==> src/rtl/multicycle_ctrl_fsm_if.sv <==
// Handshake and control bundle between the multi-cycle sequencer and the
// RV32I datapath / shared memory port.
interface multicycle_ctrl_fsm_if;
    logic [6:0] opcode;
    logic [2:0] funct3;
    logic       zero;
    logic       mem_ready;

    logic       mem_req;
    logic       mem_we;
    logic       addr_src;
    logic       ir_write;
    logic       pc_write;
    logic [1:0] pc_src;
    logic       reg_write;
    logic [1:0] wb_sel;
    logic [1:0] alu_src_a;
    logic [1:0] alu_src_b;
    logic [1:0] alu_op;
    logic [3:0] state_out;
    logic       illegal;
    logic       fault;

    // Sequencer side: reads instruction fields and flags, drives controls.
    modport master (
        input  opcode, funct3, zero, mem_ready,
        output mem_req, mem_we, addr_src, ir_write, pc_write, pc_src,
               reg_write, wb_sel, alu_src_a, alu_src_b, alu_op,
               state_out, illegal, fault
    );

    // Datapath side: supplies instruction fields and flags, obeys controls.
    modport slave (
        output opcode, funct3, zero, mem_ready,
        input  mem_req, mem_we, addr_src, ir_write, pc_write, pc_src,
               reg_write, wb_sel, alu_src_a, alu_src_b, alu_op,
               state_out, illegal, fault
    );
endinterface

==> src/rtl/multicycle_ctrl_fsm.sv <==
// Multi-cycle RV32I control sequencer sharing one memory port for
// instruction and data. Steps fetch/decode/execute/memory/writeback and
// traps on illegal opcodes or a memory request that is never acknowledged.
module multicycle_ctrl_fsm #(
    parameter int unsigned WAIT_MAX = 15
) (
    input  logic                  clk,
    input  logic                  rst,
    multicycle_ctrl_fsm_if.master bus
);

    typedef enum logic [3:0] {
        S_FETCH    = 4'd0,
        S_DECODE   = 4'd1,
        S_EXEC_R   = 4'd2,
        S_EXEC_I   = 4'd3,
        S_MEM_ADDR = 4'd4,
        S_MEM_RD   = 4'd5,
        S_MEM_WR   = 4'd6,
        S_WB_ALU   = 4'd7,
        S_WB_MEM   = 4'd8,
        S_BRANCH   = 4'd9,
        S_JAL      = 4'd10,
        S_JALR     = 4'd11,
        S_UPPER    = 4'd12,
        S_TRAP     = 4'd15
    } state_t;

    // Moore part of the control word; pc_write here covers only the
    // unconditional jumps, fetch and branch add their qualified terms.
    typedef struct packed {
        logic       mem_req;
        logic       mem_we;
        logic       addr_src;
        logic       reg_write;
        logic       pc_write;
        logic [1:0] pc_src;
        logic [1:0] wb_sel;
        logic [1:0] alu_src_a;
        logic [1:0] alu_src_b;
        logic [1:0] alu_op;
    } ctrl_t;

    localparam logic [6:0] OP_R      = 7'b0110011;
    localparam logic [6:0] OP_I      = 7'b0010011;
    localparam logic [6:0] OP_LOAD   = 7'b0000011;
    localparam logic [6:0] OP_STORE  = 7'b0100011;
    localparam logic [6:0] OP_BRANCH = 7'b1100011;
    localparam logic [6:0] OP_JAL    = 7'b1101111;
    localparam logic [6:0] OP_JALR   = 7'b1100111;
    localparam logic [6:0] OP_LUI    = 7'b0110111;
    localparam logic [6:0] OP_AUIPC  = 7'b0010111;

    // A request that would reach this many unacknowledged cycles traps.
    localparam logic [8:0] WAIT_LIM = 9'(WAIT_MAX);

    // Control word that applies while the FSM sits in state s.
    function automatic ctrl_t moore_decode(input state_t s, input logic [6:0] op);
        ctrl_t c;
        c = '0;
        case (s)
            S_FETCH:    begin c.mem_req = 1'b1; c.alu_src_b = 2'b10; end
            S_DECODE:   begin c.alu_src_a = 2'b01; c.alu_src_b = 2'b01; end
            S_EXEC_R:   begin c.alu_src_a = 2'b10; c.alu_op = 2'b10; end
            S_EXEC_I:   begin c.alu_src_a = 2'b10; c.alu_src_b = 2'b01; c.alu_op = 2'b10; end
            S_MEM_ADDR: begin c.alu_src_a = 2'b10; c.alu_src_b = 2'b01; end
            S_MEM_RD:   begin c.mem_req = 1'b1; c.addr_src = 1'b1; end
            S_MEM_WR:   begin c.mem_req = 1'b1; c.mem_we = 1'b1; c.addr_src = 1'b1; end
            S_WB_ALU:   begin c.reg_write = 1'b1; end
            S_WB_MEM:   begin c.reg_write = 1'b1; c.wb_sel = 2'b01; end
            S_BRANCH:   begin c.alu_src_a = 2'b10; c.alu_op = 2'b01; c.pc_src = 2'b01; end
            S_JAL:      begin c.reg_write = 1'b1; c.wb_sel = 2'b10; c.pc_write = 1'b1; c.pc_src = 2'b01; end
            S_JALR:     begin
                c.alu_src_a = 2'b10; c.alu_src_b = 2'b01;
                c.reg_write = 1'b1;  c.wb_sel = 2'b10;
                c.pc_write  = 1'b1;  c.pc_src = 2'b10;
            end
            S_UPPER:    begin
                c.alu_src_b = 2'b01;
                c.alu_src_a = (op == OP_LUI) ? 2'b11 : 2'b01;
            end
            default:    c = '0;
        endcase
        return c;
    endfunction

    state_t     state_r;
    state_t     next_s;
    logic [7:0] wait_cnt_r;
    logic [7:0] wait_nxt_s;
    logic [8:0] wait_inc_s;
    logic       illegal_r;
    logic       fault_r;
    logic       set_illegal_s;
    logic       set_fault_s;
    logic       taken_s;
    ctrl_t      ctrl_r;

    // Next-state, wait-counter and branch-condition evaluation.
    always_comb begin
        next_s        = state_r;
        wait_nxt_s    = 8'd0;
        set_illegal_s = 1'b0;
        set_fault_s   = 1'b0;
        taken_s       = 1'b0;
        wait_inc_s    = {1'b0, wait_cnt_r} + 9'd1;
        case (state_r)
            S_FETCH, S_MEM_RD, S_MEM_WR: begin
                if (bus.mem_ready) begin
                    case (state_r)
                        S_FETCH:  next_s = S_DECODE;
                        S_MEM_RD: next_s = S_WB_MEM;
                        default:  next_s = S_FETCH;
                    endcase
                end else if (wait_inc_s == WAIT_LIM) begin
                    next_s      = S_TRAP;
                    set_fault_s = 1'b1;
                end else begin
                    wait_nxt_s = wait_inc_s[7:0];
                end
            end
            S_DECODE: begin
                case (bus.opcode)
                    OP_R:               next_s = S_EXEC_R;
                    OP_I:               next_s = S_EXEC_I;
                    OP_LOAD, OP_STORE:  next_s = S_MEM_ADDR;
                    OP_BRANCH:          next_s = S_BRANCH;
                    OP_JAL:             next_s = S_JAL;
                    OP_JALR:            next_s = S_JALR;
                    OP_LUI, OP_AUIPC:   next_s = S_UPPER;
                    default: begin
                        next_s        = S_TRAP;
                        set_illegal_s = 1'b1;
                    end
                endcase
            end
            S_EXEC_R, S_EXEC_I, S_UPPER: next_s = S_WB_ALU;
            S_MEM_ADDR: begin
                if (bus.opcode == OP_LOAD) begin
                    next_s = S_MEM_RD;
                end else begin
                    next_s = S_MEM_WR;
                end
            end
            S_WB_ALU, S_WB_MEM, S_JAL, S_JALR: next_s = S_FETCH;
            S_BRANCH: begin
                next_s = S_FETCH;
                // SLT/SLTU set the ALU result to 1 when the condition holds,
                // so BLT/BLTU take on !zero and BGE/BGEU on zero.
                case (bus.funct3)
                    3'b000:         taken_s = bus.zero;
                    3'b001:         taken_s = ~bus.zero;
                    3'b100, 3'b110: taken_s = ~bus.zero;
                    3'b101, 3'b111: taken_s = bus.zero;
                    default: begin
                        taken_s       = 1'b0;
                        next_s        = S_TRAP;
                        set_illegal_s = 1'b1;
                    end
                endcase
            end
            S_TRAP:  next_s = S_TRAP;
            default: next_s = S_TRAP;
        endcase
    end

    // State, wait counter, sticky trap flags and registered Moore controls.
    always_ff @(posedge clk) begin
        if (rst) begin
            state_r    <= S_FETCH;
            wait_cnt_r <= 8'd0;
            illegal_r  <= 1'b0;
            fault_r    <= 1'b0;
            ctrl_r     <= moore_decode(S_FETCH, bus.opcode);
        end else begin
            state_r    <= next_s;
            wait_cnt_r <= wait_nxt_s;
            illegal_r  <= illegal_r | set_illegal_s;
            fault_r    <= fault_r | set_fault_s;
            ctrl_r     <= moore_decode(next_s, bus.opcode);
        end
    end

    // Everything is forced low while reset is held, even mid-transaction.
    assign bus.mem_req   = ~rst & ctrl_r.mem_req;
    assign bus.mem_we    = ~rst & ctrl_r.mem_we;
    assign bus.addr_src  = ~rst & ctrl_r.addr_src;
    assign bus.reg_write = ~rst & ctrl_r.reg_write;
    assign bus.ir_write  = ~rst & (state_r == S_FETCH) & bus.mem_ready;
    assign bus.pc_write  = ~rst & (ctrl_r.pc_write
                                   | ((state_r == S_FETCH) & bus.mem_ready)
                                   | ((state_r == S_BRANCH) & taken_s));
    assign bus.pc_src    = rst ? 2'b00 : ctrl_r.pc_src;
    assign bus.wb_sel    = rst ? 2'b00 : ctrl_r.wb_sel;
    assign bus.alu_src_a = rst ? 2'b00 : ctrl_r.alu_src_a;
    assign bus.alu_src_b = rst ? 2'b00 : ctrl_r.alu_src_b;
    assign bus.alu_op    = rst ? 2'b00 : ctrl_r.alu_op;
    assign bus.state_out = rst ? 4'd0 : state_r;
    assign bus.illegal   = ~rst & illegal_r;
    assign bus.fault     = ~rst & fault_r;

endmodule

==> src/flat_wrapper.sv <==
// flat-port wrapper written by rule: the top's interface ports become plain ports
module multicycle_ctrl_fsm_flat 
#(
    parameter int unsigned WAIT_MAX = 15
)
  (clk, rst, bus_opcode, bus_funct3, bus_zero, bus_mem_ready, bus_mem_req, bus_mem_we, bus_addr_src, bus_ir_write, bus_pc_write, bus_pc_src, bus_reg_write, bus_wb_sel, bus_alu_src_a, bus_alu_src_b, bus_alu_op, bus_state_out, bus_illegal, bus_fault);
  multicycle_ctrl_fsm_if bus_i ();
  input  logic clk;
  input  logic rst;
  input wire logic [$bits(bus_i.opcode)-1:0] bus_opcode;
  input wire logic [$bits(bus_i.funct3)-1:0] bus_funct3;
  input wire logic [$bits(bus_i.zero)-1:0] bus_zero;
  input wire logic [$bits(bus_i.mem_ready)-1:0] bus_mem_ready;
  output wire logic [$bits(bus_i.mem_req)-1:0] bus_mem_req;
  output wire logic [$bits(bus_i.mem_we)-1:0] bus_mem_we;
  output wire logic [$bits(bus_i.addr_src)-1:0] bus_addr_src;
  output wire logic [$bits(bus_i.ir_write)-1:0] bus_ir_write;
  output wire logic [$bits(bus_i.pc_write)-1:0] bus_pc_write;
  output wire logic [$bits(bus_i.pc_src)-1:0] bus_pc_src;
  output wire logic [$bits(bus_i.reg_write)-1:0] bus_reg_write;
  output wire logic [$bits(bus_i.wb_sel)-1:0] bus_wb_sel;
  output wire logic [$bits(bus_i.alu_src_a)-1:0] bus_alu_src_a;
  output wire logic [$bits(bus_i.alu_src_b)-1:0] bus_alu_src_b;
  output wire logic [$bits(bus_i.alu_op)-1:0] bus_alu_op;
  output wire logic [$bits(bus_i.state_out)-1:0] bus_state_out;
  output wire logic [$bits(bus_i.illegal)-1:0] bus_illegal;
  output wire logic [$bits(bus_i.fault)-1:0] bus_fault;
  assign bus_i.opcode = bus_opcode;
  assign bus_i.funct3 = bus_funct3;
  assign bus_i.zero = bus_zero;
  assign bus_i.mem_ready = bus_mem_ready;
  assign bus_mem_req = bus_i.mem_req;
  assign bus_mem_we = bus_i.mem_we;
  assign bus_addr_src = bus_i.addr_src;
  assign bus_ir_write = bus_i.ir_write;
  assign bus_pc_write = bus_i.pc_write;
  assign bus_pc_src = bus_i.pc_src;
  assign bus_reg_write = bus_i.reg_write;
  assign bus_wb_sel = bus_i.wb_sel;
  assign bus_alu_src_a = bus_i.alu_src_a;
  assign bus_alu_src_b = bus_i.alu_src_b;
  assign bus_alu_op = bus_i.alu_op;
  assign bus_state_out = bus_i.state_out;
  assign bus_illegal = bus_i.illegal;
  assign bus_fault = bus_i.fault;
  multicycle_ctrl_fsm #(.WAIT_MAX(WAIT_MAX)) u_core (.clk(clk), .rst(rst), .bus(bus_i));
endmodule
==> config.mk <==
export PLATFORM = sky130hd
export DESIGN_NAME = multicycle_ctrl_fsm_flat
export DESIGN_NICKNAME = d
export VERILOG_FILES = /design/src/rtl/multicycle_ctrl_fsm_if.sv /design/src/rtl/multicycle_ctrl_fsm.sv /design/src/flat_wrapper.sv
export SDC_FILE = /design/constraint.sdc
export NUM_CORES = 1
export LEC_CHECK = 0
export BUFFER_PORTS_ARGS = -buffer_cell sky130_fd_sc_hd__buf_2
export CORE_MARGIN = 4
export CORE_UTILIZATION = 49
export CTS_BUF_LIST = sky130_fd_sc_hd__clkbuf_16
export DETAILED_ROUTE_END_ITERATION = 8
export MAX_ROUTING_LAYER = met4
export PLACE_DENSITY = 0.76
export SYNTH_ARGS = -nofsm -noshare
export SYNTH_HDL_FRONTEND = slang
export SYNTH_SLANG_ARGS = --single-unit
==> constraint.sdc <==
create_clock -name clk -period 2.2 [get_ports clk]
set_input_delay 0.55 -clock clk [delete_from_list [all_inputs] [get_ports clk]]
set_output_delay 0.55 -clock clk [all_outputs]
set_load 0.02 [all_outputs]
==> impl_metrics.ini, run 1 <==
[cts]
clockRootBuffer = clkbuf_16
clock_latency_ps = 260
cts_max_level = 1
hold_buffers = 0
clockBufferDepth = 2
cts_tree = done
numCtsBuffers = 3
clkTransAtPathRegs_ps = 60
clock-sinks = 28

[global_routing]
gr-max-usage-layer = met2
antenna_found_initial = 0
grt_pass1_wl_um = 6150
grt_usage = 0.179
use_met2 = 0.304
met3_usage = 0.0316
first_global_vias = 1436
grt_max_degree = 35
grt.met1_usage = 0.217
grt-ovfl-total = 0

[synthesis]
synth_edf_count = 0
async_reset_ff_frac = 0
ys_ff_latch = 28
ys_seq_area_frac = 0.326
yosysWarningCount = 0
synth.cell_area_um2 = 1720
syn_avg_cell_area_um2 = 8.47
netlist_instances = 203
synth.net_count = 219
ys_types = 58
synth_ff_type = dfxtp_1

[sta]
setup_tns_ps = 0
fmax_mhz = 472
setup_viol = 0
max_slew_margin = 0.648
fin_crit_sh = 0.964
finalHoldViolCount = 0
maxSlewViolCount = 0
holdWs_ps = 465
finalWorstPathRequiredPeriod_ps = 2120
worstMarginPinSlew_ps = 528
finClkSkew_ps = 1.73
rsz0062_at_grt = yes

[worst_setup_path]
crit_type = reg -> out
cp_cell_sequence = buf_4 -> nor2_2 -> nand3_1 -> buf_4 -> a31oi_1 -> buf_4
required_ps = 1650
cpPeakStageDelay_ps = 380
crit_path_top_delay_cell = dfxtp_2
path_buf_inv = 3
cp-end-kind = primary output
r2r_start = u_core.wait_cnt_r[0]
rr_worst_depth = 9
path_common_cell = buf_4
rr_endpoint = u_core.ctrl_r[5]
worstPathArrival_ps = 1570
r2r_setup_slack_ps = 100
cpLargestDelayFamily = buffers and inverters
cp_max_fo = 7
startpoint_type = flip-flop

[floorplanning]
ios = 36
die-width_um = 67.3
coreArea_um2 = 3360
rows = 21
dieArea_um2 = 4520
start_util = 0.512
chipHeight_um = 67.3

[routing]
wl_per_cell_um = 13.1
ant_nets = 0
routed_wl_um = 3920
via_per_inst = 5.33
drc = 0
first_pass_iters = 4
vias = 1600
drt_iter0_markers = 63

[finish]
final_util = 0.672
antenna_cells = 0
final_common_cell = buf_2
final_cell_mix = buf_2, buf_4, nor2b_1, dfxtp_1, nor2_1
drive_above_1_share = 0.362
final_cells = 300
final_net_count = 271
area_delta_synth_final_pct = 31.3
fillerInstances = 301

[pwr]
p_leak_uw = 0.000937
worst_ir_drop_vdd_mv = 0.561
power_density_nw_per_um2 = 1370

[place]
dp.cells = 293
gp_congestion = 0.899
hpwl_um = 2860
portBuffers = 35

[worst_hold_path]
hp-class = reg -> reg
hp-start = u_core.illegal_r
min_to = u_core.illegal_r
hold_depth = 2

[job]
max_cap_violations = 0

[outcome]
status = finished clean
-- what timing repair did --
action | in CTS | in global routing
buffers inserted | 0 | 3
setup endpoints to repair | 1 | 13
gates resized for setup | 3 | 17
pin swaps | 0 | 6
-- worst register-to-register path, cell delays in order, from the launching register on --
cell	delay, ps
dfxtp_2	380
ha_1	200
and3_4	210
nor4b_1	50
a41o_2	320
a31oi_1	320
nand2_2	170
buf_4	180
nand3_1	60
a31oi_1	70
-- through the flow --
stage	power [uW]	setup slack, ps	cell area, um^2
detailed placement	2390	-53.7	2050
finish	3090	79.5	2260
global placement	2370	-3.73	2050
CTS	2930	9.02	2170
floorplan	1810	73.5	1720
global route	3310	-44.2	2260
-- sequential cells by signal (all words and copies together) (netlist names) --
register and cells:
u_core.fault_r 1, u_core.illegal_r 1, u_core.ctrl_r 14, u_core.wait_cnt_r 8, u_core.state_r 4
-- worst max path at each step --
| stage | depth (start not counted) | slack [ps] | from | endpoint |
|---|---|---|---|---|
| floorplan | 8 | 70 | u_core.wait_cnt_r[0] | u_core.ctrl_r[5] |
| finish | 6 | 80 | u_core.state_r[1] | bus_pc_write |
| global route | 8 | -40 | u_core.wait_cnt_r[0] | u_core.ctrl_r[8] |
| detailed placement | 8 | -50 | bus_opcode[6] | u_core.ctrl_r[5] |
| CTS | 9 | 9 | u_core.wait_cnt_r[0] | u_core.ctrl_r[9] |
| global placement | 8 | -4 | bus_opcode[6] | u_core.ctrl_r[14] |
-- logic make-up (layout without fill, tap and decap cells) --
kind of cell / count (synthesis) / in the layout / synth area share
flip-flops: 28 / 28 / 0.326
AO/OA/AOI/OAI: 42 / 42 / 0.201
adder cells (fa/ha/maj): 2 / 2 / 0.0145
buffers and inverters: 16 / 67 / 0.0414
XOR/XNOR: 11 / 11 / 0.0560
multiplexers: 1 / 1 / 0.00654
AND/OR/NAND/NOR: 103 / 103 / 0.354
-- power breakdown --
group | switching [uW] | internal, uW
logic | 971 | 851
clock network | 158 | 362
registers | 101 | 652
total | 1230 | 1860
-- routing by layer --
metal,part of all wire,vias to the layer above
li1,-,830
met1,0.44,731
met2,0.50,37
met3,0.049,2
met4,0.0043,0
met5,0,-
-- synth_stat cells, types with 3 or more instances --
cell / instances / area, um^2
xor2_1: 6 / 52.6
nand3b_1: 3 / 22.5
a21oi_1: 5 / 25.0
buf_2: 5 / 25.0
nor2_1: 22 / 82.6
clkbuf_1: 5 / 18.8
a21boi_0: 3 / 22.5
o21ai_0: 6 / 30.0
nand2_1: 11 / 41.3
a31oi_1: 4 / 25.0
nand4_1: 3 / 18.8
dfxtp_1: 28 / 561
xnor2_1: 5 / 43.8
and3_1: 3 / 18.8
nor3_1: 8 / 40.0
nor2b_1: 23 / 144
o21ai_1: 3 / 15.0
inv_1: 4 / 15.0
nand3_1: 11 / 55.1
-- area by class of cell --
type / instances / area, um^2 / share of cell area
Clock buffer: 3 / 75.1 / 0.0332
Clock inverter: 1 / 30.0 / 0.0133
Inverter: 4 / 15.0 / 0.00665
Multi-Input combinational cell: 159 / 1160 / 0.512
Sequential cell: 28 / 567 / 0.251
Tap cell: 46 / 57.6 / 0.0255
Timing Repair Buffer: 59 / 358 / 0.158
Note: power is estimated with default switching activity, not from simulation.
==> inputs of run 2 (changes only) <==
--- a/config.mk
+++ b/config.mk
@@ -5,7 +5,7 @@
 export SDC_FILE = /design/constraint.sdc
 export NUM_CORES = 1
 export LEC_CHECK = 0
-export BUFFER_PORTS_ARGS = -buffer_cell sky130_fd_sc_hd__buf_2
+export BUFFER_PORTS_ARGS = -buffer_cell sky130_fd_sc_hd__clkbuf_2
 export CORE_MARGIN = 4
 export CORE_UTILIZATION = 49
 export CTS_BUF_LIST = sky130_fd_sc_hd__clkbuf_16
==> impl_metrics.ini, run 2 (same netlist as run 1, synthesis figures left out) <==
[global_routing]
grt-ovfl-total = 0
antenna_found_initial = 0
grt_usage = 0.177
grt_pass1_wl_um = 6110
grt_max_degree = 25
grt.met1_usage = 0.219
gr-max-usage-layer = met2
met3_usage = 0.0316
first_global_vias = 1371
use_met2 = 0.298

[routing]
wl_per_cell_um = 12.2
routed_wl_um = 3640
ant_nets = 0
via_per_inst = 5.28
vias = 1569
first_pass_iters = 4
drc = 0
drt_iter0_markers = 63

[pwr]
worst_ir_drop_vdd_mv = 0.508
power_density_nw_per_um2 = 1350
power.switching_uw = 1170
p_int_uw = 1820
comb_power_share = 0.568
switching_share = 0.391
p_leak_uw = 0.000905
power.share.clock = 0.177
power_frac_seq = 0.255

[finish]
regMostFlops = u_core.ctrl_r
antenna_cells = 0
final_area_um2 = 2210
final_cell_mix = clkbuf_2, nor2b_1, buf_4, dfxtp_1, nor2_1
area_delta_synth_final_pct = 28.2
final_net_count = 268
final_common_cell = clkbuf_2
final_cells = 297
drive_above_1_share = 0.347
biggestRegsByFlops = u_core.ctrl_r: 14 flops, u_core.wait_cnt_r: 8 flops, u_core.state_r: 4 flops
largest_register_ffs = 14

[sta]
finClkSkew_ps = 2.50
finalHoldViolCount = 0
worstMarginPinSlew_ps = 415
rsz0062_at_grt = yes
maxSlewViolCount = 0
setup_viol = 0
max_slew_margin = 0.721
setup_tns_ps = 0
fmax_mhz = 476
finalWorstPathRequiredPeriod_ps = 2100
fin_crit_sh = 0.956

[cts]
clockBufferDepth = 2
cts_max_level = 1
numCtsBuffers = 3
clkTransAtPathRegs_ps = 70
clockRootBuffer = clkbuf_16
clock-sinks = 28
clock_latency_ps = 260
hold_buffers = 0
cts_tree = done

[worst_setup_path]
r2r_start = u_core.wait_cnt_r[2]
crit_type = reg -> out
cp-end-kind = primary output
r2r_setup_slack_ps = 150
cp_max_fo = 9
worstPathArrival_ps = 1550
required_ps = 1650
startpoint_type = flip-flop
rr_endpoint = u_core.ctrl_r[11]
rr_worst_depth = 7

[floorplanning]
chipHeight_um = 67.3
dieArea_um2 = 4520
start_util = 0.512
die-width_um = 67.3
coreArea_um2 = 3360
rows = 21
ios = 36

[worst_hold_path]
hold_depth = 2
hp-start = u_core.illegal_r
hp-class = reg -> reg
min_to = u_core.illegal_r

[place]
gp_congestion = 0.931
place_area_um2 = 2050
hpwl_um = 2850
portBuffers = 35
dp.cells = 293

[outcome]
status = finished clean

[job]
max_cap_violations = 0
==> run 2: cell types whose count changed in the layout (fill, tap and decap cells not counted), sizes merged <==
cell	delta
buf	-37
clkbuf	+34
==> run 2: worst max path at each step <==
stage,from,to,slack (ps)
after floorplan,u_core.wait_cnt_r[0],u_core.ctrl_r[5],70
after global placement,bus_opcode[6],u_core.ctrl_r[5],1
after detailed placement,bus_opcode[6],u_core.ctrl_r[5],-90
after CTS,u_core.state_r[2],bus_pc_write,30
after global routing,u_core.wait_cnt_r[2],u_core.ctrl_r[11],-20
final,u_core.state_r[1],bus_pc_write,100
==> run 2: critical path: stages (launching register included) <==
cell	delay [ps]
dfxtp_2	360
buf_4	180
nor2_2	130
nand3_1	130
buf_4	170
a31oi_1	150
buf_4	160
==> run 2: timing repair <==
item	CTS	global route
setup buffers	0	0
pin swaps	0	5
endpoints found under the setup margin	1	12
gates resized for setup	1	15
==> run 2: layer usage <==
metal	share of wire	wire [um]
met5	0	0
met4	0.014	52
met3	0.065	238
met2	0.48	1760
met1	0.44	1590
==> run 2: area by class of cell <==
| cell class | instances | area (um^2) |
|---|---|---|
| clock inverter | 1 | 30.0 |
| clock buffer | 3 | 75.1 |
| tap | 46 | 57.6 |
| timing repair buffer | 56 | 335 |
| inverter | 4 | 15.0 |
| sequential | 28 | 568 |
| multi-input combinational | 159 | 1120 |
| fill | 308 | 1160 |
==> run 2: stage by stage <==
step	hold WS (ps)	setup WS, ps	total power (uW)	utilization
after floorplan	432	73.5	1810	-
after global placement	448	1.06	2360	0.611
after detailed placement	461	-89.9	2380	0.611
after CTS	476	33.6	2910	0.642
after global routing	540	-20.5	3200	0.656
final	471	97.7	2990	0.656
==> run 2: power groups by stage <==
| stage | sequential [uW] | clock [uW] | combinational [uW] |
|---|---|---|---|
| 6_report | 760 | 529 | 1700 |
| 5_1_grt | 784 | 553 | 1860 |
| 4_1_cts | 744 | 533 | 1630 |
| 3_3_place_gp | 750 | 0 | 1610 |
| 3_5_place_dp | 754 | 0 | 1620 |
| 2_1_floorplan | 703 | 0 | 1110 |
